==> src/rtl/el2_dccm_wrbuf.sv <==
// DCCM store write buffer: in-order FIFO of ECC-encoded stores, drained when
// the DCCM port is free or when a drain is forced, with youngest-match load forwarding.
package el2_pkg;
  typedef struct packed {
    logic [7:0] DCCM_BITS;
    logic [7:0] DCCM_FDATA_WIDTH;
  } el2_param_t;

  localparam el2_param_t EL2_PARAM_DEFAULT = '{DCCM_BITS: 8'd16, DCCM_FDATA_WIDTH: 8'd39};
endpackage

module el2_dccm_wrbuf #(
  parameter el2_pkg::el2_param_t pt = el2_pkg::EL2_PARAM_DEFAULT,
  parameter int unsigned DEPTH        = 4,
  parameter int unsigned STARVE_LIMIT = 8
) (
  input  logic                            clk,
  input  logic                            rst_l,
  input  logic                            st_valid,
  output logic                            st_ready,
  input  logic [pt.DCCM_BITS-1:0]         st_addr,
  input  logic [pt.DCCM_FDATA_WIDTH-1:0]  st_data,
  input  logic                            ld_rden,
  input  logic [pt.DCCM_BITS-1:0]         ld_addr,
  output logic                            ld_hit,
  output logic [pt.DCCM_FDATA_WIDTH-1:0]  ld_fwd_data,
  output logic                            ld_stall,
  input  logic                            flush,
  output logic                            dccm_wren,
  output logic [pt.DCCM_BITS-1:0]         dccm_wr_addr_lo,
  output logic [pt.DCCM_FDATA_WIDTH-1:0]  dccm_wr_data_lo,
  output logic                            wb_empty,
  output logic                            wb_full
);

  localparam int unsigned AW = pt.DCCM_BITS;
  localparam int unsigned DW = pt.DCCM_FDATA_WIDTH;
  localparam int unsigned PW = (DEPTH > 1) ? $clog2(DEPTH) : 1;
  localparam logic [PW:0] FULL_CNT   = (PW+1)'(DEPTH);
  localparam logic [7:0]  STARVE_MAX = 8'(STARVE_LIMIT);

  logic [PW-1:0] wr_ptr, rd_ptr;
  logic [PW:0]   count;
  logic [7:0]    starve_cnt;
  logic [AW-1:0] addr_q [DEPTH];
  logic [DW-1:0] data_q [DEPTH];

  logic          push, pop, force_drain;
  logic          fwd_match;
  logic [DW-1:0] fwd_data;
  logic [PW-1:0] idx;

  assign wb_empty    = (count == '0);
  assign wb_full     = (count == FULL_CNT);
  assign st_ready    = ~wb_full;
  assign push        = st_valid & st_ready;

  assign force_drain = wb_full | (starve_cnt == STARVE_MAX) | flush;
  assign dccm_wren   = ~wb_empty & (~ld_rden | force_drain);
  assign pop         = dccm_wren;
  assign ld_stall    = ld_rden & dccm_wren;

  assign dccm_wr_addr_lo = dccm_wren ? addr_q[rd_ptr] : '0;
  assign dccm_wr_data_lo = dccm_wren ? data_q[rd_ptr] : '0;

  // Scan oldest to youngest so the last match wins; the head being drained
  // still counts as valid, a same-cycle push is not yet in the array.
  always_comb begin
    fwd_match = 1'b0;
    fwd_data  = '0;
    idx       = '0;
    for (int unsigned k = 0; k < DEPTH; k++) begin
      idx = rd_ptr + PW'(k);
      if (((PW+1)'(k) < count) && ((addr_q[idx] >> 2) == (ld_addr >> 2))) begin
        fwd_match = 1'b1;
        fwd_data  = data_q[idx];
      end
    end
  end

  assign ld_hit      = ld_rden & fwd_match;
  assign ld_fwd_data = ld_hit ? fwd_data : '0;

  always_ff @(posedge clk or negedge rst_l) begin
    if (!rst_l) begin
      wr_ptr     <= '0;
      rd_ptr     <= '0;
      count      <= '0;
      starve_cnt <= '0;
      for (int unsigned i = 0; i < DEPTH; i++) addr_q[i] <= '0;
    end else begin
      if (push) begin
        addr_q[wr_ptr] <= st_addr;
        wr_ptr         <= wr_ptr + 1'b1;
      end
      if (pop) rd_ptr <= rd_ptr + 1'b1;

      case ({push, pop})
        2'b10:   count <= count + 1'b1;
        2'b01:   count <= count - 1'b1;
        default: count <= count;
      endcase

      if (wb_empty || dccm_wren)        starve_cnt <= '0;
      else if (starve_cnt != STARVE_MAX) starve_cnt <= starve_cnt + 1'b1;
    end
  end

  always_ff @(posedge clk) begin
    if (push) data_q[wr_ptr] <= st_data;
  end

endmodule

==> config.mk <==
export PLATFORM = sky130hd
export DESIGN_NAME = el2_dccm_wrbuf
export DESIGN_NICKNAME = d
export VERILOG_FILES = /design/src/rtl/el2_dccm_wrbuf.sv
export SDC_FILE = /design/constraint.sdc
export NUM_CORES = 1
export LEC_CHECK = 0
export ABC_AREA = 0
export BUFFER_PORTS_ARGS = -buffer_cell sky130_fd_sc_hd__buf_2
export CAP_MARGIN = 20
export CORE_MARGIN = 3
export CORE_UTILIZATION = 60
export CTS_CLUSTER_DIAMETER = 150
export CTS_CLUSTER_SIZE = 24
export DETAILED_ROUTE_END_ITERATION = 10
export GPL_ROUTABILITY_DRIVEN = 0
export PLACE_DENSITY = 0.83
export SLEW_MARGIN = 20
export SYNTH_ARGS = -nofsm -noshare
export SYNTH_HDL_FRONTEND = slang
export SYNTH_SLANG_ARGS = --single-unit
==> constraint.sdc <==
create_clock -name clk -period 3.8 [get_ports clk]
set_clock_uncertainty 0.2 [all_clocks]
set_input_delay 0.19 -clock clk [delete_from_list [all_inputs] [get_ports clk]]
set_output_delay 0.19 -clock clk [all_outputs]
set_load 0.005 [all_outputs]
==> Word-level counts from Yosys, hierarchy flattened <==
Memory sizes are Yosys's and may differ from the RTL's.
Index checks and enable logic that the tools add are counted.
{ "op_classes": {"add_sub_neg": 7, "order_cmp": 10, "n_eq_ne": 9, "muxes": 31, "n_bitwise": 15, "reduce_logical": 9} }
{ "ops": {"columns": ["operator", "n"], "rows": [
  ["$mux W39", 6],
  ["$mux W16", 10],
  ["$bmux W16 S2", 4],
  ["$bwmux W64", 1],
  ["$eq A14 B14 Y1", 4],
  ["$demux W16 S2", 1],
  ["$mux W8", 2],
  ["$ge A3 B3 Y1 const B", 5],
  ["$not A2 Y3", 5],
  ["$add A8 B1 Y8 const B", 1],
  ["$eq A8 B4 Y1 const B", 1],
  ["$ne A8 B4 Y1 const B", 1],
  ["$lt A1 B3 Y1 const A", 2],
  ["$lt A2 B3 Y1 const A", 2],
  ["$mux W1", 6],
  ["$pmux W3 S2", 1],
  ["$logic_and A1 B1 Y1", 5],
  ["$add A2 B1 Y2 const B", 2],
  ["$add A2 B2 Y2 const B", 2],
  ["$and A1 B1 Y1", 4],
  ["$reduce_bool A2 Y1", 2],
  ["$add A3 B1 Y3 const B", 1],
  ["$eq A3 B3 Y1 const B", 1],
  ["$logic_not A3 Y1", 1],
  ["7 further kinds", 11]
]} }
{ "word_totals": {"reg_bits": 79, "ram_bits": 156, "input_bits": 76, "out_inout_bits": 100, "elab_cells": 90, "mem_count": 1} }
{ "memory_table": {"columns": ["name", "depth", "word_bits", "rd", "rd_ports_with_merged_regs", "wr", "line_no", "rtl"], "rows": [
  ["data_q", 4, 39, 4, 0, 1, "46", "logic [DW-1:0] data_q [DEPTH];"]
]} }

==> Longest topological paths before layout <==
{ "depth": {"word_depth": 12, "mapped_depth": 14, "ltp_nobuf": 11} }

==> Least setup slack after synthesis <==
No wires, ideal clock.
{ "synth_timing": {"path_type": "flip-flop to output port", "start": "register rd_ptr[0]", "end": "output ld_fwd_data[28]", "arrival_time_ns": 2.807, "t_required_ns": 3.410, "slack_ns": 0.603, "stages_incl_launch_ff": 13, "path_buffers": 5, "cell_sequence": "dfrtp_1 -> buf_6 -> buf_6 -> buf_6 -> mux4_2 -> xnor2_1 -> nor4_2 -> nand4_1 -> buf_2 -> buf_6 -> nor4b_1 -> a221oi_1 -> a211oi_1"} }
{ "synth_between": {"elab_chain_cells": 12, "word_cells_on_any_way": 38, "cone_classes": "3 x add/sub; 4 x eq/ne; 21 x mux; 5 x bitwise; 4 x reduce/logical; 1 x memory"} }
{ "synth_rtl": {"columns": ["element", "line_no", "rtl"], "rows": [
  ["start: declaration", "42", "logic [PW-1:0] wr_ptr, rd_ptr;"],
  ["start signal: assignment", "96", "if (pop) rd_ptr <= rd_ptr + 1'b1;"],
  ["$add A2 B1 Y2 or $not A2 Y3 (tied branches)", "73, 74", null],
  ["$not A2 Y3 (implied by the code) or $bmux W16 S2 (tied branches)", "74", "if (((PW+1)'(k) < count) && ((addr_q[idx] >> 2) == (ld_addr >> 2))) begin"],
  ["$bmux W16 S2 or $mux W16 (tied branches)", "74", null],
  ["$mux W16 (implied by the code)", "74", null],
  ["$mux W16 (implied by the code) or $eq A14 B14 Y1 (tied branches)", "74", null],
  ["$eq A14 B14 Y1 or $logic_and A1 B1 Y1 (tied branches)", "74", null],
  ["$logic_and A1 B1 Y1 or $mux W1 (tied branches)", "74", null],
  ["$mux W1 (3 in a row)", "74", null],
  ["$and A1 B1 Y1", "81", "assign ld_hit = ld_rden & fwd_match;"],
  ["$mux W39 (*)", "82", "assign ld_fwd_data = ld_hit ? fwd_data : '0;"],
  ["end: declaration", "26", "output logic [pt.DCCM_FDATA_WIDTH-1:0] ld_fwd_data,"]
]} }
Mark *: on every way between the ends. The rest lies on a longest branch, timed or not. The select of a mux whose other input is x is not followed.

==> Worst setup path in the final report <==
Ends and elaborated chain as after synthesis.

==> results.md <==
* Outcome: finished with violations
* Failing checks: setup timing
* Crit path DAT at around 4.1 ns
* Power Total at 15.1 mW
* Worst setup SP type: register
* Yosys warnings at 0
* Post-Synthesis Cell Area at about 0.016 mm²
* Initial Utilization at 0.620
* Layout overhead on the synthesized area at 23.0%
* Worst path required time at 3.41 ns
* Root Buffer: clkbuf_16
* EDFF count, synth at about 160
* Peak supply drop at 0.000705 V
* Vias after detailed routing at approximately 14,000
* Post-DP Area at 0.0173 mm²
* PD cells at slightly below 800 mW/mm²
* Max Clock Freq at approximately 0.22 GHz
* Largest net degree at the start of global routing at 158
* Gr ovfl total at 0
* Max Buffers Root-to-Sink at 3
* Minimum clock period at between 4 and 5 ns
* Top cell type by total area after synthesis: edfxtp_1
* Post-Syn Instances at approximately 1,300
* Hpwl dp at 28,900 µm
* RSZ-0062 raised after global routing: true
* # port buffers at ~170
* Rows at between 50 and 60
* Initial drt markers at about 2,400
* Setup CP Type: reg2out
* Synth Register Bits at between 200 and 250
* Htree depth at 1
* Vias in the first global route at ~14,000
* Main synth FF type: edfxtp_1
* TritonCTS Sinks at between 200 and 250
* Layout cells sized above 1 at 0.415
* Crit path capture type: output port
* Detail-routed via count per cell at ~7.5
* Most frequent cell after synthesis: edfxtp_1
* Num CTS Buffers at 13
* Initial antenna violation count at 1
* MaxCap Viol Count at 0
* Fin Setup TNS at -16.51 ns
* Post-synthesis sequential area ratio at 0.421
* Drt drc at 0
* Core footprint at 0.0255 mm²
* Final max-slew violation count at 0
* Yosys top cell area share at 0.296
* Design area at 0.0195 mm²
* Tot GR Track Use at 0.335
* Die width at roughly 170 µm
* IO Pins at approximately 180
* First-pass GRT wire length at 76,100 µm
* Setup slack after layout at -0.699 ns
* Syn Area/Cell at 12.1 µm²
* Slew headroom at 0.345
* Full die area at about 0.028 mm²
* Routed Antenna Nets at 0
* Final Setup Violations at 40
* Hold Path Class: in2async
* CP max FO at 29
* Worst-margin pin slew at 0.982 ns
* Synth unique cells at a little under 60
* First drt pass iteration count at 6
* Synth top cells by count: edfxtp_1 (156), mux2_2 (118), nor2_1 (105), mux4_2 (96), mux2i_1 (82)
* TritonCTS clock tree: built
* Final net count at 1,607
* Top cells by area, synth: edfxtp_1 (30%), mux4_2 (14%), dfrtp_1 (12%), mux2_2 (8.4%), mux2i_1 (5.2%)
* Final worst path period share at 1.18
* Final hold vios at 0
* Final WL at slightly above 50,000 µm
* Synth Net Count at ~1,400
* Fin util at 0.763
* Synth async-reset ratio at 0.336
* Pre-CTS setup slack at -0.0845 ns
* Leakage at approximately 7.0 nW
* Routed len/inst at about 28 µm
* Worst-path clk slew at roughly 0.11 ns
* Die Ht at between 150 and 200 µm
* Clock Latency Late Sink at slightly below 0.5 ns
-- layout make-up --
cell class	count	area, µm²
Clock inverter	1	6.26
Fill cell	1454	6070
Inverter	20	75.1
Multi-Input combinational cell	917	9310
Clock buffer	20	352
Timing Repair Buffer	333	2660
Tap cell	330	413
Antenna cell	1	2.50
Sequential cell	235	6670
-- placed cells by master (no fill, tap or decap), types with 14 or more instances in the layout --
master	instances
and2_1	49
xor2_1	16
nor2_1	104
nand2_1	27
mux2_2	116
a2111oi_0	20
o21ai_0	50
mux2i_1	67
dlygate4sd3_1	57
clkbuf_16	15
a221oi_2	30
buf_4	65
xnor2_1	36
dfrtp_1	77
nand4_1	44
edfxtp_1	156
inv_1	14
a21oi_1	46
a211oi_1	18
buf_2	172
mux4_2	96
a211oi_2	21
buf_12	19
nor4b_2	28
a2111oi_1	14
-- power breakdown --
part / internal [mW] / switching [mW]
sequential: 3.52 / 0.678
combinational: 4.38 / 4.97
clock: 0.651 / 0.853
-- state kept, by name, summed over array words and instances, names as in the netlist --
| signal | cells |
|---|---|
| rd_ptr | 2 |
| count | 3 |
| wr_ptr | 2 |
| addr_q | 64 |
| starve_cnt | 8 |
| data_q | 156 |
-- logic make-up (layout without fill, tap and decap cells) --
family,Yosys count,count (layout),share of synthesized area
DFF,235,235,0.421
muxes,299,299,0.275
buffers and inverters,161,374,0.0467
xor gates and xnor gates,53,53,0.0293
adders and majority gates,11,11,0.00869
AOI/OAI and AO/OA,257,257,0.116
and+or+nand+nor,297,297,0.104
other,0,1,0
-- stage by stage --
| step | std cells | hold slack (ns) |
|---|---|---|
| floorplan | 1313 | -0.306 |
| global placement | 1760 | 0.197 |
| global route | 1857 | 0.0661 |
| detailed placement | 1760 | 0.205 |
| CTS | 1852 | 0.00939 |
| finish | 1857 | 0.00408 |
-- path summary, 6_finish.rpt --
check                                           from                         to  slack (ns)  cells after the start
setup / recovery               rd_ptr[0]$_DFFE_PN0P_            ld_fwd_data[28]       -0.70                     14
hold / removal                                 rst_l     addr_q[42]$_DFFE_PN0P_       0.004                      2
setup reg to reg                count[1]$_DFFE_PN0P_    data_q[0][29]$_DFFE_PP_        0.66                      7
hold reg to reg            starve_cnt[0]$_DFFE_PN0P_  starve_cnt[0]$_DFFE_PN0P_        0.30                      1
max in group asynchronous                      rst_l     addr_q[47]$_DFFE_PN0P_        2.77                      3
min in group clk                            st_valid      wr_ptr[1]$_DFFE_PN0P_        0.05                      4
-- critical path, stage by stage (launching register included) --
cell       delay (ns)
dfrtp_4          0.50
buf_12           0.21
mux2i_2          0.29
buf_4            0.16
o22ai_1          0.07
o21ai_0          0.37
nand4_1          0.28
a2111oi_4        0.40
buf_6            0.19
buf_12           0.15
a2111oi_4        0.05
buf_12           0.21
a211oi_1         0.39
buf_4            0.21
buf_2            0.11
-- metal layers --
layer	up-vias	wire, µm	part of all wire	global-route usage
li1	5625	-	-	-
met1	6661	18000	0.35	0.442
met2	1345	23900	0.46	0.531
met3	331	6640	0.13	0.0758
met4	0	3310	0.064	0.158
met5	-	0	0	0
-- timing repair --
item                       in CTS  in global routing
hold buffers                   57                  0
buffers inserted               10                  1
gates cloned                    4                  2
resized for setup              98                 78
hold endpoints to repair      307                  0
pin swaps                      22                 10
setup endpoints to repair      55                 55
No activity file was read; power rests on OpenSTA's default activity.
